## src/rtl/cmp_serial_seq_pkg.sv

```systemverilog
// cmp_pkg: shared types and width helpers for the serial magnitude comparator.
//   state_t   : sequencer states (IDLE, RUN, DONE)
//   NPAIRS()  : number of 2-bit pairs in a WIDTH-bit operand
//   IDX_W()   : width of the pair index (at least 1 bit so WIDTH=2 still elaborates)
//   CNT_W()   : width of the pair counter / npairs result
package cmp_pkg;

  typedef enum logic [1:0] {
    IDLE = 2'd0,
    RUN  = 2'd1,
    DONE = 2'd2
  } state_t;

  function automatic int NPAIRS(input int width);
    return width / 2;
  endfunction

  function automatic int IDX_W(input int width);
    return (width / 2 > 1) ? $clog2(width / 2) : 1;
  endfunction

  function automatic int CNT_W(input int width);
    return $clog2(width / 2 + 1);
  endfunction

endpackage

```

## src/rtl/cmp_serial_seq_if.sv

```systemverilog
// cmp_serial_seq_if: start/busy/done handshake plus operand and result bus.
//   master : controller side (drives start, abort, a, b; reads results)
//   slave  : comparator side (reads request, drives busy, done and results)
interface cmp_serial_seq_if #(
  parameter int WIDTH = 8
);

  logic                             start;
  logic                             abort;
  logic [WIDTH-1:0]                 a;
  logic [WIDTH-1:0]                 b;
  logic                             busy;
  logic                             done;
  logic                             eq_out;
  logic                             gt_out;
  logic                             lt_out;
  logic [cmp_pkg::CNT_W(WIDTH)-1:0] npairs;

  modport master (
    output start, abort, a, b,
    input  busy, done, eq_out, gt_out, lt_out, npairs
  );

  modport slave (
    input  start, abort, a, b,
    output busy, done, eq_out, gt_out, lt_out, npairs
  );

endinterface

```

## src/rtl/cmp_serial_seq_tcs.sv

```systemverilog
// tcs: 2-bit cascadable magnitude-compare cell.
//   i_a1/i_a0, i_b1/i_b0 : current bit pair of A and B (1 = more significant)
//   i_eq, i_gt           : result of all more-significant pairs
//   o_eq, o_gt           : result including this pair
// Once a more-significant pair has decided (i_eq=0) the incoming verdict
// passes through untouched.
module tcs (
  input  logic i_a1,
  input  logic i_a0,
  input  logic i_b1,
  input  logic i_b0,
  input  logic i_eq,
  input  logic i_gt,
  output logic o_eq,
  output logic o_gt
);

  logic w_pair_eq;
  logic w_pair_gt;

  assign w_pair_eq = ({i_a1, i_a0} == {i_b1, i_b0});
  assign w_pair_gt = ({i_a1, i_a0} >  {i_b1, i_b0});

  assign o_eq = i_eq & w_pair_eq;
  assign o_gt = i_gt | (i_eq & w_pair_gt);

endmodule

```

## src/rtl/cmp_serial_seq.sv

```systemverilog
// cmp_serial_seq: multi-cycle magnitude comparator that walks the operands two
// bits per cycle from the MSB pair down through one shared tcs cell and stops
// as soon as the result is decided.
//   clk, rst : clock, synchronous active-high reset
//   cmp_if   : slave modport -- start/abort/a/b in; busy/done/eq_out/gt_out/
//              lt_out/npairs out. Results hold until the next completion.
module cmp_serial_seq
  import cmp_pkg::*;
#(
  parameter int WIDTH = 8
) (
  input  logic           clk,
  input  logic           rst,
  cmp_serial_seq_if.slave cmp_if
);

  localparam int NP       = NPAIRS(WIDTH);
  localparam int LP_IDX_W = IDX_W(WIDTH);
  localparam int LP_CNT_W = CNT_W(WIDTH);

  generate
    if ((WIDTH % 2) != 0 || WIDTH < 2) begin : g_bad_width
      $error("cmp_serial_seq: WIDTH must be even and >= 2");
    end
  endgenerate

  state_t                r_state;
  state_t                w_state_next;
  logic [WIDTH-1:0]      r_a;
  logic [WIDTH-1:0]      r_b;
  logic                  r_acc_eq;
  logic                  r_acc_gt;
  logic [LP_IDX_W-1:0]   r_idx;
  logic [LP_CNT_W-1:0]   r_cnt;
  logic                  r_eq;
  logic                  r_gt;
  logic                  r_lt;
  logic [LP_CNT_W-1:0]   r_npairs;

  logic                  w_accept;
  logic                  w_step;
  logic                  w_finish;
  logic                  w_busy;
  logic                  w_done;
  logic                  w_tcs_eq;
  logic                  w_tcs_gt;
  logic [1:0]            w_a_sel;
  logic [1:0]            w_b_sel;
  logic [1:0]            w_a_pairs [NP];
  logic [1:0]            w_b_pairs [NP];

  // Split the captured operands into pairs; r_idx picks the pair under test.
  genvar gi;
  generate
    for (gi = 0; gi < NP; gi++) begin : g_pair
      assign w_a_pairs[gi] = r_a[2*gi +: 2];
      assign w_b_pairs[gi] = r_b[2*gi +: 2];
    end
  endgenerate

  assign w_a_sel = w_a_pairs[r_idx];
  assign w_b_sel = w_b_pairs[r_idx];

  tcs u_tcs (
    .i_a1 (w_a_sel[1]),
    .i_a0 (w_a_sel[0]),
    .i_b1 (w_b_sel[1]),
    .i_b0 (w_b_sel[0]),
    .i_eq (r_acc_eq),
    .i_gt (r_acc_gt),
    .o_eq (w_tcs_eq),
    .o_gt (w_tcs_gt)
  );

  always_ff @(posedge clk) begin
    if (rst) begin
      r_state <= IDLE;
    end else begin
      r_state <= w_state_next;
    end
  end

  // Abort outranks completion; start is only looked at in IDLE and DONE.
  always_comb begin
    w_state_next = r_state;
    w_accept     = 1'b0;
    w_step       = 1'b0;
    w_finish     = 1'b0;
    w_busy       = 1'b0;
    w_done       = 1'b0;
    unique case (r_state)
      IDLE: begin
        if (cmp_if.start) begin
          w_accept     = 1'b1;
          w_state_next = RUN;
        end
      end
      RUN: begin
        w_busy = 1'b1;
        if (cmp_if.abort) begin
          w_state_next = IDLE;
        end else begin
          w_step = 1'b1;
          if (!w_tcs_eq || r_idx == '0) begin
            w_finish     = 1'b1;
            w_state_next = DONE;
          end
        end
      end
      DONE: begin
        w_done = 1'b1;
        if (cmp_if.start) begin
          w_accept     = 1'b1;
          w_state_next = RUN;
        end else begin
          w_state_next = IDLE;
        end
      end
      default: begin
        w_state_next = IDLE;
      end
    endcase
  end

  always_ff @(posedge clk) begin
    if (rst) begin
      r_a      <= '0;
      r_b      <= '0;
      r_acc_eq <= 1'b0;
      r_acc_gt <= 1'b0;
      r_idx    <= '0;
      r_cnt    <= '0;
      r_eq     <= 1'b0;
      r_gt     <= 1'b0;
      r_lt     <= 1'b0;
      r_npairs <= '0;
    end else begin
      if (w_accept) begin
        r_a      <= cmp_if.a;
        r_b      <= cmp_if.b;
        r_acc_eq <= 1'b1;
        r_acc_gt <= 1'b0;
        r_idx    <= LP_IDX_W'(NP - 1);
        r_cnt    <= '0;
      end else if (w_step) begin
        r_acc_eq <= w_tcs_eq;
        r_acc_gt <= w_tcs_gt;
        // Counter stops at NP: the last step of a compare is its final one.
        r_cnt    <= r_cnt + LP_CNT_W'(1);
        if (!w_finish) begin
          r_idx <= r_idx - LP_IDX_W'(1);
        end
      end

      if (w_finish) begin
        r_eq     <= w_tcs_eq;
        r_gt     <= w_tcs_gt;
        r_lt     <= ~w_tcs_eq & ~w_tcs_gt;
        r_npairs <= r_cnt + LP_CNT_W'(1);
      end
    end
  end

  assign cmp_if.busy   = w_busy;
  assign cmp_if.done   = w_done;
  assign cmp_if.eq_out = r_eq;
  assign cmp_if.gt_out = r_gt;
  assign cmp_if.lt_out = r_lt;
  assign cmp_if.npairs = r_npairs;

endmodule
```

## src/flat_wrapper.sv

```systemverilog
// flat-port wrapper written by rule: the top's interface ports become plain ports
module cmp_serial_seq_flat import cmp_pkg::*;
#(
  parameter int WIDTH = 8
)
  (clk, rst, cmp_if_start, cmp_if_abort, cmp_if_a, cmp_if_b, cmp_if_busy, cmp_if_done, cmp_if_eq_out, cmp_if_gt_out, cmp_if_lt_out, cmp_if_npairs);
  cmp_serial_seq_if #(.WIDTH(WIDTH)) cmp_if_i ();
  input  logic clk;
  input  logic rst;
  input wire logic [$bits(cmp_if_i.start)-1:0] cmp_if_start;
  input wire logic [$bits(cmp_if_i.abort)-1:0] cmp_if_abort;
  input wire logic [$bits(cmp_if_i.a)-1:0] cmp_if_a;
  input wire logic [$bits(cmp_if_i.b)-1:0] cmp_if_b;
  output wire logic [$bits(cmp_if_i.busy)-1:0] cmp_if_busy;
  output wire logic [$bits(cmp_if_i.done)-1:0] cmp_if_done;
  output wire logic [$bits(cmp_if_i.eq_out)-1:0] cmp_if_eq_out;
  output wire logic [$bits(cmp_if_i.gt_out)-1:0] cmp_if_gt_out;
  output wire logic [$bits(cmp_if_i.lt_out)-1:0] cmp_if_lt_out;
  output wire logic [$bits(cmp_if_i.npairs)-1:0] cmp_if_npairs;
  assign cmp_if_i.start = cmp_if_start;
  assign cmp_if_i.abort = cmp_if_abort;
  assign cmp_if_i.a = cmp_if_a;
  assign cmp_if_i.b = cmp_if_b;
  assign cmp_if_busy = cmp_if_i.busy;
  assign cmp_if_done = cmp_if_i.done;
  assign cmp_if_eq_out = cmp_if_i.eq_out;
  assign cmp_if_gt_out = cmp_if_i.gt_out;
  assign cmp_if_lt_out = cmp_if_i.lt_out;
  assign cmp_if_npairs = cmp_if_i.npairs;
  cmp_serial_seq #(.WIDTH(WIDTH)) u_core (.clk(clk), .rst(rst), .cmp_if(cmp_if_i));
endmodule
```

## config.mk

```make
export PLATFORM = sky130hd
export DESIGN_NAME = cmp_serial_seq_flat
export DESIGN_NICKNAME = d
export VERILOG_FILES = /design/src/rtl/cmp_serial_seq_pkg.sv /design/src/rtl/cmp_serial_seq_if.sv /design/src/rtl/cmp_serial_seq_tcs.sv /design/src/rtl/cmp_serial_seq.sv /design/src/flat_wrapper.sv
export SDC_FILE = /design/constraint.sdc
export NUM_CORES = 1
export LEC_CHECK = 0
export CAP_MARGIN = 40
export CELL_PAD_IN_SITES_DETAIL_PLACEMENT = 1
export CELL_PAD_IN_SITES_GLOBAL_PLACEMENT = 1
export CORE_MARGIN = 2
export CORE_UTILIZATION = 38
export CTS_CLUSTER_DIAMETER = 80
export CTS_CLUSTER_SIZE = 10
export DETAILED_ROUTE_END_ITERATION = 10
export PLACE_DENSITY_LB_ADDON = 0.25
export SYNTH_ARGS = -nofsm -noshare
export SYNTH_HDL_FRONTEND = slang
export SYNTH_HIERARCHICAL = 1
export SYNTH_SLANG_ARGS = --single-unit
```

## constraint.sdc

```tcl
create_clock -name clk -period 2.67 [get_ports clk]
set_input_delay 0.6675 -clock clk [delete_from_list [all_inputs] [get_ports clk]]
set_output_delay 0.6675 -clock clk [all_outputs]
set_load 0.02 [all_outputs]
```

* Word level (Yosys, flattened, before mapping) *
Index checks and enable logic that the tools add are counted.
Widths: inputs -> output; s select.

word-level totals
  output and inout bits = 8
  logic and storage cells = 62
  register bits = 31

operators by class
  mux-type cells = 25
  $add $sub $neg = 2
  equal/unequal tests = 6
  bitwise logic cells = 7
  order comparisons = 2
  reduce and logical (&&, ||, !) cells = 9

operators with widths
  operator             number
  $mux 2               10
  $mux 1               12
  $bmux 2 s2           2
  $pmux 2 s3           1
  $logic_not 2->1      2
  $reduce_and 2->1     2
  $reduce_or 2->1      2
  $add 3x1->3 const B  1
  $and 1x1->1          3
  $ge 3x3->1 const B   1
  $ne 3x2->1 const B   1
  $not 2->3            1
  $eq 2x1->1 const B   1
  $eq 2x2->1           1
  $eq 2x2->1 const B   1
  $gt 2x2->1           1
  $ne 2x1->1 const B   1
  $ne 2x2->1 const B   1
  $not 1->1            2
  $reduce_bool 2->1    1
  $sub 2x1->2 const B  1
  $logic_not 1->1      1
  $logic_or 1x1->1     1
  $or 1x1->1           1

* Logic depth before layout (Yosys ltp) *
Gate-level depths: netlist of run 1.

  depth after elaboration = 14
  depth in mapped cells = 9
  depth with buffers taken out = 8

* Cells and area by module *
Netlist of run 1, hierarchy kept.

modules (own cells, without submodules)
  module          times used  sequential area each (um^2)  area an instance (um^2)  cells an instance
  cmp_serial_seq  1           620.6                        1219.9                   114
  tcs             1           0.0                          71.3                     10

* Least setup slack after synthesis of run 1 *
No wires, ideal clock.

  path type = register to register
  from = register u_core.r_idx[0]
  to = register u_core.r_idx[1]
  library setup time = 0.091 ns
  stages on the path, launching flop included = 9
  slack = 0.257 ns
  data arrival time = 2.322 ns
  period minus slack after synthesis = 2.413 ns
  path buffers = 2
  required time = 2.579 ns
  path through = dfxtp_1 > clkbuf_1 > mux4_2 > ha_1 > and3_2 > nor2b_1 > clkbuf_1 > a211oi_1 > a311oi_1

on the way
  longest elaborated chain between the ends = 13
  elaborated cells on any way between the ends = 21
  those cells by class = 1 x add/sub; 2 x eq/ne; 12 x mux; 2 x bitwise; 4 x reduce/logical

RTL lines
  what                                        RTL line                  RTL
  start, declared                             cmp_serial_seq.sv:33      logic [LP_IDX_W-1:0] r_idx;
  start signal, assigned                      cmp_serial_seq.sv:143     r_idx <= LP_IDX_W'(NP - 1);
  start signal, assigned                      cmp_serial_seq.sv:151     r_idx <= r_idx - LP_IDX_W'(1);
  $not 2->3 (not written as such)             cmp_serial_seq.sv:61      assign w_a_sel = w_a_pairs[r_idx];
  $bmux 2 s2                                  cmp_serial_seq.sv:61
  $mux 2 (not written as such) (2 in series)  cmp_serial_seq.sv:61
  net u_core.w_a_sel[1]                       cmp_serial_seq.sv:47      logic [1:0] w_a_sel;
  $eq 2x2->1                                  cmp_serial_seq_tcs.sv:21  assign w_pair_eq = ({i_a1, i_a0} == {i_b1, i_b0});
  $and 1x1->1                                 cmp_serial_seq_tcs.sv:24  assign o_eq = i_eq & w_pair_eq;
  net u_core.w_tcs_eq                         cmp_serial_seq.sv:45      logic w_tcs_eq;
  $logic_not 1->1                             cmp_serial_seq.sv:104     if (!w_tcs_eq || r_idx == '0) begin
  $logic_or 1x1->1                            cmp_serial_seq.sv:104
  $mux 1                                      cmp_serial_seq.sv:104
  $mux 1                                      cmp_serial_seq.sv:100     if (cmp_if.abort) begin
  $mux 1                                      cmp_serial_seq.sv:91      unique case (r_state)
  $ne 2x1->1 (no source line)                 --
  $reduce_and 2->1 (no source line)           --

The timed path passes the listed nets, and every way through them passes these cells. The select of a mux whose other input is x is not followed.
A chain may end at the register's enable or synchronous reset.

* Worst setup path in the final report of run 1 *
  from = register u_core.r_idx[0]
  to = register u_core.r_npairs[1] (netlist: u_core/cmp_if.npairs[1])

on the way
  longest elaborated chain between the ends = 11
  elaborated cells on any way between the ends = 15
  those cells by class = 1 x eq/ne; 9 x mux; 2 x bitwise; 3 x reduce/logical

RTL lines
  what                                        RTL line                  RTL
  $not 2->3 (not written as such)             cmp_serial_seq.sv:61
  $bmux 2 s2                                  cmp_serial_seq.sv:61
  $mux 2 (not written as such) (2 in series)  cmp_serial_seq.sv:61
  net u_core.w_a_sel[1]                       cmp_serial_seq.sv:47
  $eq 2x2->1                                  cmp_serial_seq_tcs.sv:21
  $and 1x1->1                                 cmp_serial_seq_tcs.sv:24
  net u_core.w_tcs_eq                         cmp_serial_seq.sv:45
  $logic_not 1->1                             cmp_serial_seq.sv:104
  $logic_or 1x1->1                            cmp_serial_seq.sv:104
  $mux 1                                      cmp_serial_seq.sv:104
  $mux 1                                      cmp_serial_seq.sv:100
  $mux 1                                      cmp_serial_seq.sv:91
  end signal, assigned                        cmp_serial_seq.sv:159     r_npairs <= r_cnt + LP_CNT_W'(1);
  end, declared                               cmp_serial_seq.sv:38      logic [LP_CNT_W-1:0] r_npairs;

The timed path passes the listed nets, and every way through them passes these cells. The select of a mux whose other input is x is not followed.

==> metrics.csv, run 1 <==
metric,value,unit
run status,completed,
CP Max Fanout,6,
Die Outline Area,3880,um2
clock skew,0.004018,ns
met1 WL,1286,um
final hold violations,0,
#FFs+latches synth,31,
final RePlAce weighted congestion,0.7421,
share of total power in combinational logic,17.0,%
antenna diode count,0,
CTS-repair resized insts,0,
total I/O pin count,28,
buffers inserted during post-CTS setup optimization,0,
number of buffers inserted by port buffering,27,
post-layout total power,0.8922,mW
H-tree levels,2,
power density relative to cell area,536.1,nW/um2
Max Clk Rate,0.4143,GHz
fraction of the cycle the final worst path needs,90.39,%
post-synth top area share,48.06,%
critical path required time,2.92,ns
count of vias placed by the detailed router,1045,
endpoints failing setup,0,
initial antenna violation count,0,
synthesis-to-layout area growth,28.88,%
DR WL/cell,14.11,um
largest area contributor in the synthesized netlist,sky130_fd_sc_hd__dfxtp_1,
Overall Global Routing Usage,16.22,%
Initial Util,39.00,%
ranking of synthesized cells by area,"sky130_fd_sc_hd__dfxtp_1 (48%), sky130_fd_sc_hd__a22o_1 (11%), sky130_fd_sc_hd__mux4_2 (7.0%), sky130_fd_sc_hd__a21oi_1 (3.9%), sky130_fd_sc_hd__ha_1 (3.9%)",
Detailed Route WL,2836,um
number of design-rule violations left by the first detailed-router iteration,17,
dominant register cell in the synthesized netlist,sky130_fd_sc_hd__dfxtp_1,
internal power,0.6633,mW
horizontal die dimension,62.29,um
Placement Cell Area,1623,um2
ratio of cells with drive above 1 in the final layout,12.90,%
CTS max path bufs,2,
vias in the first global route,1088,
pin slew with the least headroom to its limit,0.3906,ns
time the final worst path needs with I/O delays and setup,2.413,ns
HPWL after detailed placement,2209,um
Net Sw Frac,25.65,%
Die Ht,62.29,um
first-pass GRT wire length,4843,um
CP endpoint kind,register,
total length of routed met2 wires,1346,um
RSZ-0062 raised after global routing,false,
Congestion Overflow GR,0,
Syn Std Cell Area,1291,um2
clock tree root driver cell,sky130_fd_sc_hd__clkbuf_4,
worst-skew pair later-pin latency,0.32,ns
leakage dissipation,0.6225,nW
Antenna Nets Post-Route,0,
clock buffer count from CTS,5,
routed vias/inst,5.199,
maximum number of pins on one net before global-route repair,17,
class of the tightest hold or removal check,reg2reg,
Flop pwr share,56.7,%
max_slew headroom,73.96,%
clock transition at the registers of the reported paths,0.09,ns
row count,21,
count of maximum capacitance violations,0,
Clk pwr share,26.3,%
Mapped Avg Cell Area,10.41,um2
final setup margin,0.2565,ns
clock tree from TritonCTS,built,
"Arr. time, crit path",2.67,ns
post-place setup slack,0.2519,ns
setup_tns,0,ns
number of distinct library cells after synthesis,29,
most common library cells after synthesis,"sky130_fd_sc_hd__dfxtp_1 (31), sky130_fd_sc_hd__a22o_1 (16), sky130_fd_sc_hd__a21oi_1 (10), sky130_fd_sc_hd__nand2_1 (8), sky130_fd_sc_hd__inv_1 (6)",
highest metal layer with signal wires,met4,
area of the core,3311,um2
Final nets,180,
final count of pins violating max slew,0,
number of synthesized flops with an enable pin,0,
most used standard cell by instance count after synthesis,sky130_fd_sc_hd__dfxtp_1,
portion of the post-synthesis area used by sequential elements,48.06,%
post-synth net total,148,
Clock Sink Count,31,
Yosys Warn Count,6,
wire length on met3,141,um
DR DRC count,0,
worst ir drop on vdd,0.2457,mV
net switching power figure,0.2289,mW
number of buffers inserted for hold repair after clock tree synthesis,0,
fraction of registers with async set or reset after synthesis,0,%
crit path launch type,register,
worst hold slack across all endpoints,0.4609,ns
gate count after technology mapping,124,
number of optimization iterations in the first detailed-route pass,2,
final design instance area without fill,1664,um2
type of the worst setup path,reg2reg,
-- metrics by stage --
step	std cells	util, %
floorplan	124	-
global placement	194	48.79
detailed placement	195	49.02
CTS	201	50.26
global route	201	50.26
finish	201	50.26
-- per-layer routing --
layer | vias to the layer above | track usage (%)
met4 | 0 | 7.500
met5 | - | 0
li1 | 520 | -
met3 | 5 | 6.703
met2 | 22 | 25.82
met1 | 498 | 19.08
-- worst paths after layout --
path	startpoint	to	slack (ns)	depth (start not counted)
max	u_core/r_idx[0]	u_core/cmp_if.npairs[1]	0.26	7
min	u_core/r_acc_gt	u_core/r_acc_gt	0.46	2
max reg2reg	u_core/r_idx[0]	u_core/cmp_if.npairs[1]	0.26	7
min reg2reg	u_core/r_acc_gt	u_core/r_acc_gt	0.46	2
-- registers in the layout (all words and copies together), names as in the netlist --
name and cells:
u_core/r_b 8, u_core/r_state 2, u_core/r_idx 2, u_core/cmp_if.gt_out 1, u_core/cmp_if.lt_out 1, u_core/cmp_if.npairs 3
u_core/r_cnt 3, u_core/r_acc_gt 1, u_core/cmp_if.eq_out 1, u_core/r_a 8, u_core/r_acc_eq 1
-- power by group through the flow --
stage               clock network, mW  logic (mW)  registers [mW]
finish                          0.235       0.152           0.506
global route                    0.271       0.167           0.510
CTS                             0.247       0.153           0.506
detailed placement                  0       0.153           0.517
global placement                    0       0.146           0.516
floorplan                           0      0.0910           0.512
-- cell families after synthesis --
| kind of cell | after synthesis | synth area share, % |
|---|---|---|
| xor gates and xnor gates | 2 | 1.357 |
| buffers and inverters | 13 | 4.360 |
| adders and majority gates | 4 | 3.876 |
| AOI/OAI and AO/OA | 39 | 21.80 |
| DFF | 31 | 48.06 |
| muxes | 4 | 6.977 |
| and+or+nand+nor | 31 | 13.57 |
-- cell usage in the layout, fill, tap and decap left out, types with 5 or more instances in the layout --
cell                              synthesis  final
sky130_fd_sc_hd__nand2_1                  8      8
sky130_fd_sc_hd__inv_1                    6      6
sky130_fd_sc_hd__clkdlybuf4s50_1          0     27
sky130_fd_sc_hd__buf_4                    1      5
sky130_fd_sc_hd__a21oi_1                 10     10
sky130_fd_sc_hd__clkbuf_4                 0      5
sky130_fd_sc_hd__o21ai_1                  5      5
sky130_fd_sc_hd__dfxtp_1                 31     31
sky130_fd_sc_hd__a22o_1                  16     16
-- final cells by class --
class	instances	area, um2
Clock buffer	6	41.29
Fill cell	391	1647
Inverter	6	22.52
Multi-Input combinational cell	80	614.3
Sequential cell	31	620.6
Tap cell	46	57.56
Timing Repair Buffer	32	307.8
-- critical path, stage by stage (launching register included) --
cell                      delay [ns]
sky130_fd_sc_hd__dfxtp_1        0.53
sky130_fd_sc_hd__mux4_2         0.56
sky130_fd_sc_hd__ha_1           0.34
sky130_fd_sc_hd__and3_2         0.23
sky130_fd_sc_hd__nor2b_1        0.26
sky130_fd_sc_hd__buf_4          0.19
sky130_fd_sc_hd__o21ai_1        0.06
sky130_fd_sc_hd__a21oi_1        0.17
Note: power is estimated with default switching activity, not from simulation.
==> inputs of run 2 (changes only) <==
--- a/config.mk
+++ b/config.mk
@@ -14,6 +14,7 @@
 export CTS_CLUSTER_SIZE = 10
 export DETAILED_ROUTE_END_ITERATION = 10
 export PLACE_DENSITY_LB_ADDON = 0.25
+export SKIP_LAST_GASP = 1
 export SYNTH_ARGS = -nofsm -noshare
 export SYNTH_HDL_FRONTEND = slang
 export SYNTH_HIERARCHICAL = 1
==> results of run 2 <==
The final DEF is identical to that of run 1; final timing and power are the same.
==> inputs of run 3 (changes only) <==
--- a/config.mk
+++ b/config.mk
@@ -5,7 +5,7 @@
 export SDC_FILE = /design/constraint.sdc
 export NUM_CORES = 1
 export LEC_CHECK = 0
-export CAP_MARGIN = 40
+export CAP_MARGIN = 20
 export CELL_PAD_IN_SITES_DETAIL_PLACEMENT = 1
 export CELL_PAD_IN_SITES_GLOBAL_PLACEMENT = 1
 export CORE_MARGIN = 2
==> metrics.csv, run 3 (same netlist as run 1, synthesis figures left out) <==
metric,value,unit,change
run status,completed,,
Flop pwr share,56.9,%,+0.2 points
horizontal die dimension,62.29,um,unchanged
pin slew with the least headroom to its limit,0.9869,ns,+0.5963 ns
first-pass GRT wire length,4843,um,unchanged
Worst Hold Launch,u_core/r_acc_gt,,
"leading cell type in the layout, fill and taps excluded",sky130_fd_sc_hd__dfxtp_1,,
Initial Util,39.00,%,unchanged
clock skew,0.003633,ns,-0.0003856 ns
critical path required time,2.92,ns,about the same
H-tree levels,2,,unchanged
time the final worst path needs with I/O delays and setup,2.416,ns,+0.002428 ns
WHS Path Cells,2,,unchanged
routed vias/inst,5.210,,+0.21%
CP endpoint kind,register,,
clock transition at the registers of the reported paths,0.08,ns,about the same
CTS max path bufs,2,,unchanged
worst hold slack across all endpoints,0.4549,ns,-0.006017 ns
CTS-repair resized insts,0,,unchanged
type of the worst setup path,reg2reg,,
Crit Reg-Reg Startpoint,u_core/r_idx[0],,
"Arr. time, crit path",2.67,ns,about the same
Worst R2R End,u_core/cmp_if.npairs[1],,
clock buffer count from CTS,5,,unchanged
Die Ht,62.29,um,unchanged
setup_tns,0,ns,unchanged
DR WL/cell,14.14,um,+0.18%
worst ir drop on vdd,0.2569,mV,+4.6%
share of total power in combinational logic,16.9,%,about the same
buffers inserted during post-CTS setup optimization,0,,unchanged
number of buffers inserted for hold repair after clock tree synthesis,0,,unchanged
clock tree from TritonCTS,built,,
Final nets,179,,-0.56%
end point of the most critical hold path,u_core/r_acc_gt,,
number of optimization iterations in the first detailed-route pass,4,,+2
final setup margin,0.2541,ns,-0.002428 ns
"commonest non-fill, non-tap cells in the layout","sky130_fd_sc_hd__dfxtp_1 (31), sky130_fd_sc_hd__clkdlybuf4s50_1 (27), sky130_fd_sc_hd__a22o_1 (16)",,
number of buffers inserted by port buffering,27,,unchanged
vias in the first global route,1087,,-0.092%
HPWL after detailed placement,2192,um,-0.75%
Overall Global Routing Usage,16.14,%,-0.077 points
DR DRC count,0,,unchanged
multi-input gate area in the final layout,614.3,um2,unchanged
Clk pwr share,26.2,%,about the same
clock tree root driver cell,sky130_fd_sc_hd__clkbuf_4,,
Clock Sink Count,31,,unchanged
endpoints failing setup,0,,unchanged
Congestion Overflow GR,0,,unchanged
count of maximum capacitance violations,0,,unchanged
internal power,0.6620,mW,-0.19%
area of the core,3311,um2,unchanged
class of the tightest hold or removal check,reg2reg,,
area occupied by registers,620.6,um2,unchanged
total I/O pin count,28,,unchanged
RSZ-0062 raised after global routing,false,,
Max Clk Rate,0.4139,GHz,-0.10%
filler cell count in the final layout,389,,-0.51%
crit path launch type,register,,
number of design-rule violations left by the first detailed-router iteration,21,,+4
maximum number of pins on one net before global-route repair,17,,unchanged
Reg2Reg Depth,7,,unchanged
post-place setup slack,0.2497,ns,-0.002175 ns
row count,21,,unchanged
final RePlAce weighted congestion,0.7421,,unchanged
net switching power figure,0.2262,mW,-1.2%
final count of pins violating max slew,0,,unchanged
Die Outline Area,3880,um2,unchanged
registers with the most flip-flops,"u_core/r_a x8, u_core/r_b x8",,
count of vias placed by the detailed router,1042,,-0.29%
worst-skew pair later-pin latency,0.32,ns,about the same
initial antenna violation count,0,,unchanged
Net Sw Frac,25.46,%,-0.19 points
CP Max Fanout,6,,unchanged
max_slew headroom,33.97,%,-40 points
final hold violations,0,,unchanged
fraction of the cycle the final worst path needs,90.48,%,+0.091 points
Antenna Nets Post-Route,0,,unchanged
power density relative to cell area,536.2,nW/um2,about the same
Register-to-Register Setup Slack,0.25,ns,about the same
leakage dissipation,0.6174,nW,-0.81%
antenna diode count,0,,unchanged
synthesis-to-layout area growth,28.29,%,
Detailed Route WL,2827,um,-0.32%
ratio of cells with drive above 1 in the final layout,12.34,%,-0.57 points
-- run 3: cell count changes in the layout (fill, tap and decap cells not counted), sizes merged --
cell,change
buf,-1
-- run 3: worst max path at each step --
stage                     from  slack, ns                 endpoint  depth (start not counted)
3_3_place_gp   u_core/r_idx[0]       0.28     u_core/cmp_if.gt_out                          7
3_5_place_dp      cmp_if_start       0.25            u_core/r_b[4]                          4
2_1_floorplan  u_core/r_idx[0]       0.26          u_core/r_idx[1]                          8
5_1_grt        u_core/r_idx[0]       0.06     u_core/cmp_if.lt_out                          7
4_1_cts        u_core/r_idx[0]       0.24  u_core/cmp_if.npairs[1]                          7
6_report       u_core/r_idx[0]       0.25  u_core/cmp_if.npairs[1]                          7
-- run 3: power groups by stage --
stage          registers, mW  logic [mW]  clock network [mW]
2_1_floorplan          0.512      0.0910                   0
6_report               0.506       0.150               0.233
3_3_place_gp           0.516       0.146                   0
4_1_cts                0.506       0.152               0.242
5_1_grt                0.510       0.164               0.265
3_5_place_dp           0.517       0.151                   0
-- run 3: area by class of cell --
type                       instances  area share, %
clock buffer                       6          2.492
multi-input combinational         80          37.08
tap                               46          3.474
sequential                        31          37.46
timing repair buffer              31          18.13
inverter                           6          1.360
-- run 3: layer usage --
| layer | vias to the layer above | part of all wire, % | global-route usage, % |
|---|---|---|---|
| met5 | - | 0 | 0 |
| met4 | 0 | 2.0 | 7.500 |
| met3 | 5 | 4.0 | 6.159 |
| met2 | 21 | 48 | 26.22 |
| met1 | 502 | 46 | 18.85 |
| li1 | 514 | - | - |
-- run 3: through the flow --
| stage | util [%] | cell area [um2] | std cells | total power, mW |
|---|---|---|---|---|
| final | 50.04 | 1657 | 200 | 0.8882 |
| after detailed placement | 48.79 | 1615 | 194 | 0.6680 |
| after CTS | 50.04 | 1657 | 200 | 0.9002 |
| after global routing | 50.04 | 1657 | 200 | 0.9389 |
| after floorplan | - | 1291 | 124 | 0.6030 |
| after global placement | 48.79 | 1615 | 194 | 0.6614 |
-- run 3: critical path, cell delays in order, from the launching register on --
cell	delay, ns
sky130_fd_sc_hd__dfxtp_1	0.53
sky130_fd_sc_hd__mux4_2	0.56
sky130_fd_sc_hd__ha_1	0.34
sky130_fd_sc_hd__and3_2	0.23
sky130_fd_sc_hd__nor2b_1	0.27
sky130_fd_sc_hd__buf_4	0.20
sky130_fd_sc_hd__o21ai_1	0.06
sky130_fd_sc_hd__a21oi_1	0.16
